$ cat src/rtl/simprisc_lsu_if.sv
`default_nettype none
// ============================================================================
// Module      : simprisc_lsu_if
// Description : Execute-request, memory-port and writeback bundle of the LSU.
// Revision    : 1.0 - initial release
// ============================================================================
interface simprisc_lsu_if;
    logic        req_valid;
    logic        req_ready;
    logic        req_is_store;
    logic [31:0] req_base;
    logic [15:0] req_offset;
    logic [31:0] req_wdata;
    logic [4:0]  req_rd;

    logic        mem_req;
    logic        mem_ack;
    logic [31:0] mem_addr;
    logic [31:0] mem_wdata;
    logic        mem_rw;
    logic [31:0] mem_rdata;

    logic        wb_valid;
    logic [4:0]  wb_rd;
    logic [31:0] wb_data;
    logic        err_misaligned;
    logic        err_timeout;

    // LSU side
    modport slave (
        input  req_valid, req_is_store, req_base, req_offset, req_wdata, req_rd,
        output req_ready,
        output mem_req, mem_addr, mem_wdata, mem_rw,
        input  mem_ack, mem_rdata,
        output wb_valid, wb_rd, wb_data, err_misaligned, err_timeout
    );

    // Execute / memory / writeback side
    modport master (
        output req_valid, req_is_store, req_base, req_offset, req_wdata, req_rd,
        input  req_ready,
        input  mem_req, mem_addr, mem_wdata, mem_rw,
        output mem_ack, mem_rdata,
        input  wb_valid, wb_rd, wb_data, err_misaligned, err_timeout
    );
endinterface
`default_nettype wire

$ cat src/rtl/simprisc_lsu.sv
`default_nettype none
// ============================================================================
// Module      : simprisc_lsu
// Description : SimpRisc load/store unit: EA calc, req/ack memory port,
//               load writeback, misalignment and timeout flags.
// Revision    : 1.0 - initial release
// ============================================================================
module simprisc_lsu #(
    parameter int unsigned TIMEOUT = 16
) (
    input  wire logic      clk,
    input  wire logic      nreset,
    simprisc_lsu_if.slave  bus
);

    localparam logic [0:0] c_IDLE     = 1'b0;
    localparam logic [0:0] c_REQ      = 1'b1;
    localparam logic [7:0] c_CNT_LAST = 8'(TIMEOUT - 1);

    logic [0:0]  r_state;
    logic [0:0]  w_state_nxt;
    logic [7:0]  r_cnt,        w_cnt;
    logic        r_req_ready,  w_req_ready;
    logic        r_mem_req,    w_mem_req;
    logic [31:0] r_mem_addr,   w_mem_addr;
    logic [31:0] r_mem_wdata,  w_mem_wdata;
    logic        r_mem_rw,     w_mem_rw;
    logic [4:0]  r_rd,         w_rd;
    logic        r_wb_valid,   w_wb_valid;
    logic [4:0]  r_wb_rd,      w_wb_rd;
    logic [31:0] r_wb_data,    w_wb_data;
    logic        r_err_mis,    w_err_mis;
    logic        r_err_to,     w_err_to;

    logic [31:0] w_ea;
    logic        w_accept;
    logic        w_aligned;
    logic        w_expired;

    assign w_ea      = bus.req_base + {{16{bus.req_offset[15]}}, bus.req_offset};
    assign w_aligned = (w_ea[1:0] == 2'b00);
    assign w_accept  = bus.req_valid && r_req_ready;
    // r_cnt counts completed REQ cycles, so this is the TIMEOUT-th cycle
    assign w_expired = (r_cnt == c_CNT_LAST);

    // State register together with every registered output
    always_ff @(posedge clk) begin
        if (nreset) begin
            r_state     <= c_IDLE;
            r_cnt       <= 8'd0;
            r_req_ready <= 1'b0;
            r_mem_req   <= 1'b0;
            r_mem_addr  <= 32'd0;
            r_mem_wdata <= 32'd0;
            r_mem_rw    <= 1'b0;
            r_rd        <= 5'd0;
            r_wb_valid  <= 1'b0;
            r_wb_rd     <= 5'd0;
            r_wb_data   <= 32'd0;
            r_err_mis   <= 1'b0;
            r_err_to    <= 1'b0;
        end else begin
            r_state     <= w_state_nxt;
            r_cnt       <= w_cnt;
            r_req_ready <= w_req_ready;
            r_mem_req   <= w_mem_req;
            r_mem_addr  <= w_mem_addr;
            r_mem_wdata <= w_mem_wdata;
            r_mem_rw    <= w_mem_rw;
            r_rd        <= w_rd;
            r_wb_valid  <= w_wb_valid;
            r_wb_rd     <= w_wb_rd;
            r_wb_data   <= w_wb_data;
            r_err_mis   <= w_err_mis;
            r_err_to    <= w_err_to;
        end
    end

    always_comb begin
        w_state_nxt = r_state;
        case (r_state)
            c_IDLE: begin
                if (w_accept && w_aligned) begin
                    w_state_nxt = c_REQ;
                end
            end
            c_REQ: begin
                if (bus.mem_ack || w_expired) begin
                    w_state_nxt = c_IDLE;
                end
            end
            default: w_state_nxt = c_IDLE;
        endcase
    end

    always_comb begin
        w_cnt       = r_cnt;
        w_mem_req   = 1'b0;
        w_mem_addr  = r_mem_addr;
        w_mem_wdata = r_mem_wdata;
        w_mem_rw    = r_mem_rw;
        w_rd        = r_rd;
        w_wb_valid  = 1'b0;
        w_wb_rd     = r_wb_rd;
        w_wb_data   = r_wb_data;
        w_err_mis   = 1'b0;
        w_err_to    = 1'b0;
        w_req_ready = (w_state_nxt == c_IDLE);

        case (r_state)
            c_IDLE: begin
                if (w_accept) begin
                    if (!w_aligned) begin
                        w_err_mis = 1'b1;
                    end else begin
                        w_cnt       = 8'd0;
                        w_mem_req   = 1'b1;
                        w_mem_addr  = w_ea;
                        w_mem_wdata = bus.req_wdata;
                        w_mem_rw    = bus.req_is_store;
                        w_rd        = bus.req_rd;
                    end
                end
            end
            c_REQ: begin
                w_cnt     = r_cnt + 8'd1;
                w_mem_req = 1'b1;
                // Ack on the expiring cycle still completes normally
                if (bus.mem_ack) begin
                    w_mem_req = 1'b0;
                    if (!r_mem_rw) begin
                        w_wb_valid = (r_rd != 5'd0);
                        w_wb_rd    = r_rd;
                        w_wb_data  = bus.mem_rdata;
                    end
                end else if (w_expired) begin
                    w_mem_req = 1'b0;
                    w_err_to  = 1'b1;
                end
            end
            default: ;
        endcase
    end

    assign bus.req_ready      = r_req_ready;
    assign bus.mem_req        = r_mem_req;
    assign bus.mem_addr       = r_mem_addr;
    assign bus.mem_wdata      = r_mem_wdata;
    assign bus.mem_rw         = r_mem_rw;
    assign bus.wb_valid       = r_wb_valid;
    assign bus.wb_rd          = r_wb_rd;
    assign bus.wb_data        = r_wb_data;
    assign bus.err_misaligned = r_err_mis;
    assign bus.err_timeout    = r_err_to;

endmodule
`default_nettype wire

$ cat src/flat_wrapper.sv
// flat-port wrapper written by rule: the top's interface ports become plain ports
module simprisc_lsu_flat 
#(
    parameter int unsigned TIMEOUT = 16
)
  (clk, nreset, bus_req_valid, bus_req_is_store, bus_req_base, bus_req_offset, bus_req_wdata, bus_req_rd, bus_req_ready, bus_mem_req, bus_mem_addr, bus_mem_wdata, bus_mem_rw, bus_mem_ack, bus_mem_rdata, bus_wb_valid, bus_wb_rd, bus_wb_data, bus_err_misaligned, bus_err_timeout);
  simprisc_lsu_if bus_i ();
  input  wire logic clk;
  input  wire logic nreset;
  input wire logic [$bits(bus_i.req_valid)-1:0] bus_req_valid;
  input wire logic [$bits(bus_i.req_is_store)-1:0] bus_req_is_store;
  input wire logic [$bits(bus_i.req_base)-1:0] bus_req_base;
  input wire logic [$bits(bus_i.req_offset)-1:0] bus_req_offset;
  input wire logic [$bits(bus_i.req_wdata)-1:0] bus_req_wdata;
  input wire logic [$bits(bus_i.req_rd)-1:0] bus_req_rd;
  output wire logic [$bits(bus_i.req_ready)-1:0] bus_req_ready;
  output wire logic [$bits(bus_i.mem_req)-1:0] bus_mem_req;
  output wire logic [$bits(bus_i.mem_addr)-1:0] bus_mem_addr;
  output wire logic [$bits(bus_i.mem_wdata)-1:0] bus_mem_wdata;
  output wire logic [$bits(bus_i.mem_rw)-1:0] bus_mem_rw;
  input wire logic [$bits(bus_i.mem_ack)-1:0] bus_mem_ack;
  input wire logic [$bits(bus_i.mem_rdata)-1:0] bus_mem_rdata;
  output wire logic [$bits(bus_i.wb_valid)-1:0] bus_wb_valid;
  output wire logic [$bits(bus_i.wb_rd)-1:0] bus_wb_rd;
  output wire logic [$bits(bus_i.wb_data)-1:0] bus_wb_data;
  output wire logic [$bits(bus_i.err_misaligned)-1:0] bus_err_misaligned;
  output wire logic [$bits(bus_i.err_timeout)-1:0] bus_err_timeout;
  assign bus_i.req_valid = bus_req_valid;
  assign bus_i.req_is_store = bus_req_is_store;
  assign bus_i.req_base = bus_req_base;
  assign bus_i.req_offset = bus_req_offset;
  assign bus_i.req_wdata = bus_req_wdata;
  assign bus_i.req_rd = bus_req_rd;
  assign bus_req_ready = bus_i.req_ready;
  assign bus_mem_req = bus_i.mem_req;
  assign bus_mem_addr = bus_i.mem_addr;
  assign bus_mem_wdata = bus_i.mem_wdata;
  assign bus_mem_rw = bus_i.mem_rw;
  assign bus_i.mem_ack = bus_mem_ack;
  assign bus_i.mem_rdata = bus_mem_rdata;
  assign bus_wb_valid = bus_i.wb_valid;
  assign bus_wb_rd = bus_i.wb_rd;
  assign bus_wb_data = bus_i.wb_data;
  assign bus_err_misaligned = bus_i.err_misaligned;
  assign bus_err_timeout = bus_i.err_timeout;
  simprisc_lsu #(.TIMEOUT(TIMEOUT)) u_core (.clk(clk), .nreset(nreset), .bus(bus_i));
endmodule
$ cat config.mk
export PLATFORM = sky130hd
export DESIGN_NAME = simprisc_lsu_flat
export DESIGN_NICKNAME = d
export VERILOG_FILES = /design/src/rtl/simprisc_lsu_if.sv /design/src/rtl/simprisc_lsu.sv /design/src/flat_wrapper.sv
export SDC_FILE = /design/constraint.sdc
export NUM_CORES = 1
export LEC_CHECK = 0
export ABC_AREA = 1
export CAP_MARGIN = 15
export CORE_ASPECT_RATIO = 0.8
export CORE_MARGIN = 1.5
export CORE_UTILIZATION = 47
export CTS_BUF_LIST = sky130_fd_sc_hd__clkbuf_8
export CTS_CLUSTER_DIAMETER = 40
export DETAILED_ROUTE_END_ITERATION = 6
export GPL_TIMING_DRIVEN = 0
export PLACE_DENSITY_LB_ADDON = 0.3
export SLEW_MARGIN = 5
export SYNTH_ARGS = -nofsm -noshare
export SYNTH_HDL_FRONTEND = slang
export SYNTH_SLANG_ARGS = --single-unit
$ cat constraint.sdc
create_clock -name clk -period 2.7 [get_ports clk]
set_clock_uncertainty 0.1 [all_clocks]
set_input_delay 0.81 -clock clk [delete_from_list [all_inputs] [get_ports clk]]
set_output_delay 0.81 -clock clk [all_outputs]
set_load 0.005 [all_outputs]
==> impl_metrics.env, run 1 <==
export IMPL_viasPerCell=4.92
export IMPL_met2_usage=0.414
export IMPL_dp_cells=1440
export IMPL_cp_required_ns=2.92
export IMPL_yosys_area_share_adder=0.0629
export IMPL_clk_latency_ns=0.42
export IMPL_start_util=0.486
export IMPL_numPortBuffers=227
export IMPL_hold_viol=0
export IMPL_power_density_nw_per_um2=474
export IMPL_min_period_ns=2.57
export IMPL_antenna_left=0
export IMPL_netlist_area_um2=6680
export IMPL_multi_input_area_um2=3550
export IMPL_worst_hold_path_type="reg -> reg"
export IMPL_rrSetupSlack_ns=1.03
export IMPL_synthesis_nets=1188
export IMPL_htree_levels=4
export IMPL_clk_pin_slew_ns=0.07
export IMPL_drt_iter0_drc=579
export IMPL_synth_area_leader_cell="dfxtp_1"
export IMPL_tns_ns=0
export IMPL_max_slew_margin_rel=0.643
export IMPL_synthSimpleGateAreaFrac=0.302
export IMPL_synth_most_common_cell="nand2_1"
export IMPL_worst_setup_path_start_kind="input pin"
export IMPL_synthXorXnorAreaFrac=0.0210
export IMPL_r2r_end="u_core.bus.wb_data[3]$_SDFFE_PP0P_"
export IMPL_async_reset_ff_frac=0
export IMPL_antenna_found_initial=0
export IMPL_fin_cells=1476
export IMPL_yosysWarnings=0
export IMPL_ctsHoldBuffers=0
export IMPL_p_leak_nw=4.79
export IMPL_synth_compound_area_frac=0.141
export IMPL_drv_slew=0
export IMPL_synth_edf_count=0
export IMPL_cp_startpoint="bus_req_base[1]"
export IMPL_worst_r2r_path_depth=7
export IMPL_setup_violations=0
export IMPL_worst_slew_pin_slew_ns=0.535
export IMPL_clk_path_buf_depth=2
export IMPL_n_fill_cell=1222
export IMPL_final_area_um2=9750
export IMPL_io_pins=229
export IMPL_netlist_area_leader_share=0.360
export IMPL_synth_top_family_by_area="simple AND/OR/NAND/NOR gates"
export IMPL_synthMuxAreaShare=0
export IMPL_die_w_um=136
export IMPL_seq_area_um2=2400
export IMPL_synth_seq_cells=120
export IMPL_ir_drop_mv=0.398
export IMPL_status="complete, no violations"
export IMPL_grt_util_met3=0.0779
export IMPL_syn2layout_area_growth_pct=45.9
export IMPL_grt_ovfl_total=0
export IMPL_drc=0
export IMPL_critPathMaxFanout=5
export IMPL_crit_path_end="u_core.bus.mem_addr[28]$_SDFFE_PP0P_"
export IMPL_die_area_um2=14900
export IMPL_rsz0062_at_grt="false"
export IMPL_core_um2=13700
export IMPL_fp_row_count=38
export IMPL_timing_rr_start="u_core.bus.mem_req$_SDFF_PP0_"
export IMPL_syn_avg_cell_area_um2=6.47
export IMPL_top_usage_layer="met2"
export IMPL_cts_sinks=120
export IMPL_fin_crit_sh=0.953
export IMPL_die_height_um=110
export IMPL_worstSetupEndpointType="register"
export IMPL_total_power_mw=4.62
export IMPL_synthDistinctLibCells=33
export IMPL_ys_flop_type="dfxtp_1"
export IMPL_n_antenna_cell=0
export IMPL_finalWeightedCongestion=0.933
export IMPL_grtUsageMet1=0.372
export IMPL_dr_pass1_iters=6
export IMPL_max_cap_viol_count=0
export IMPL_crit_type="in -> reg"
export IMPL_grt_pass1_vias=6543
export IMPL_num_vias=7261
export IMPL_cts_root_buf="clkbuf_8"
export IMPL_wl_um=20300
export IMPL_fmax_mhz=389
export IMPL_placed_area_um2=9180
export IMPL_dp_final_hpwl_um=15800
export IMPL_synth_common_cells="nand2_1, nor2_1, inv_1"
export IMPL_wl_per_cell_um=13.7
export IMPL_cts_buffers=17
export IMPL_synth_seq_area_share=0.360
export IMPL_track_usage=0.272
export IMPL_grt_pass1_wl_um=31700
export IMPL_grt_max_degree=18
export IMPL_cts_tree="built"
export IMPL_drive_gt1_frac=0.0640
export IMPL_synth_area_leaders="dfxtp_1, nand2_1, nor2_1, inv_1, o21ai_0"
export IMPL_syn_inst=1033
export IMPL_crit_arrival_ns=2.79
export IMPL_fin_nets=1438
[flip-flops by register name (all words and copies together), names as in the netlist]
signal                     cells
u_core.bus.mem_wdata          32
u_core.bus.mem_rw              1
u_core.bus.err_timeout         1
u_core.bus.wb_valid            1
u_core.bus.wb_rd               5
u_core.bus.wb_data            32
u_core.r_rd                    5
u_core.bus.err_misaligned      1
u_core.bus.req_ready           1
u_core.r_cnt                   8
u_core.bus.mem_addr           32
u_core.bus.mem_req             1
[per-stage QoR]
step                utilization  setup WS (ns)  hold slack, ns
floorplan                     -          0.183           0.325
CTS                       0.709         0.0547           0.330
global route              0.709        0.00135           0.356
finish                    0.709          0.127           0.330
global placement          0.668         -0.700           0.319
detailed placement        0.668         -0.797           0.320
[final cells by class]
| cell class | count | area share |
|---|---|---|
| flip-flops and latches | 120 | 0.246 |
| plain buffers | 35 | 0.0223 |
| clock inverters | 10 | 0.0128 |
| clock buffers | 22 | 0.0311 |
| repair buffers | 231 | 0.238 |
| well taps | 180 | 0.0231 |
| multi-input cells | 720 | 0.365 |
| inverters | 158 | 0.0611 |
[timing repair]
item                       CTS  global route
gates cloned                 1             0
setup buffers                3             0
setup endpoints to repair   73            67
gates resized for setup     39             5
pin swaps                    8             3
[cells in the final DEF, fill, tap and decap left out, types with 3 or more instances in the layout]
master,n
a21oi_1,41
buf_2,8
buf_4,5
buf_6,4
bufinv_16,3
clkbuf_1,11
clkbuf_4,6
clkbuf_8,22
clkdlybuf4s50_1,223
clkinv_2,3
dfxtp_1,120
ha_1,30
inv_1,158
nand2_1,239
nand2_2,8
nand3_1,47
nand3_2,3
nand4_1,3
nor2_1,181
nor2_2,4
nor3_1,8
o21a_1,14
o21ai_0,95
o21bai_1,15
xor2_1,14
[worst min-delay path by stage]
| stage | startpoint | end | slack (ns) | cells past startpoint |
|---|---|---|---|---|
| 2_1_floorplan | u_core.bus.mem_addr[0]$_SDFFE_PP0P_ | u_core.bus.mem_addr[0]$_SDFFE_PP0P_ | 0.32 | 2 |
| 3_3_place_gp | u_core.bus.mem_addr[1]$_SDFFE_PP0P_ | u_core.bus.mem_addr[1]$_SDFFE_PP0P_ | 0.32 | 2 |
| 3_5_place_dp | u_core.bus.mem_addr[0]$_SDFFE_PP0P_ | u_core.bus.mem_addr[0]$_SDFFE_PP0P_ | 0.32 | 2 |
| 4_1_cts | u_core.bus.mem_addr[0]$_SDFFE_PP0P_ | u_core.bus.mem_addr[0]$_SDFFE_PP0P_ | 0.33 | 2 |
| 5_1_grt | u_core.bus.mem_addr[0]$_SDFFE_PP0P_ | u_core.bus.mem_addr[0]$_SDFFE_PP0P_ | 0.36 | 2 |
| 6_report | u_core.bus.mem_addr[0]$_SDFFE_PP0P_ | u_core.bus.mem_addr[0]$_SDFFE_PP0P_ | 0.33 | 2 |
[report_power, final]
group | internal [mW] | switching, mW
Sequential | 1.84 | 0.0396
Combinational | 0.500 | 0.534
Clock | 1.02 | 0.685
Total | 3.37 | 1.26
[metal layers]
| metal | vias to the layer above | part of all wire |
|---|---|---|
| li1 | 3728 | - |
| met1 | 3234 | 0.46 |
| met2 | 272 | 0.44 |
| met3 | 27 | 0.090 |
| met4 | 0 | 0.017 |
| met5 | - | 0 |
[kinds of logic after synthesis]
logic type,after synthesis
AND/OR/NAND/NOR,500
buffers and inverters,193
AO/OA/AOI/OAI,171
flip-flops,120
adder cells (fa/ha/maj),33
XOR/XNOR,16
[worst max-delay path, cell delays in order]
cell and delay (ns):
clkdlybuf4s50_1 0.49, fa_1 0.43, nor2_2 0.14, nand3_2 0.12
nor2_4 0.24, buf_6 0.19, buf_8 0.13, nand2_4 0.05
nor2_4 0.11, nor2_1 0.05
No activity file was read; power rests on OpenSTA's default activity.
==> inputs of run 2 (changes only) <==
CTS_CLUSTER_SIZE = 28   (was default)
==> results of run 2 <==
Final layout, timing and power as in run 1 (identical DEF).
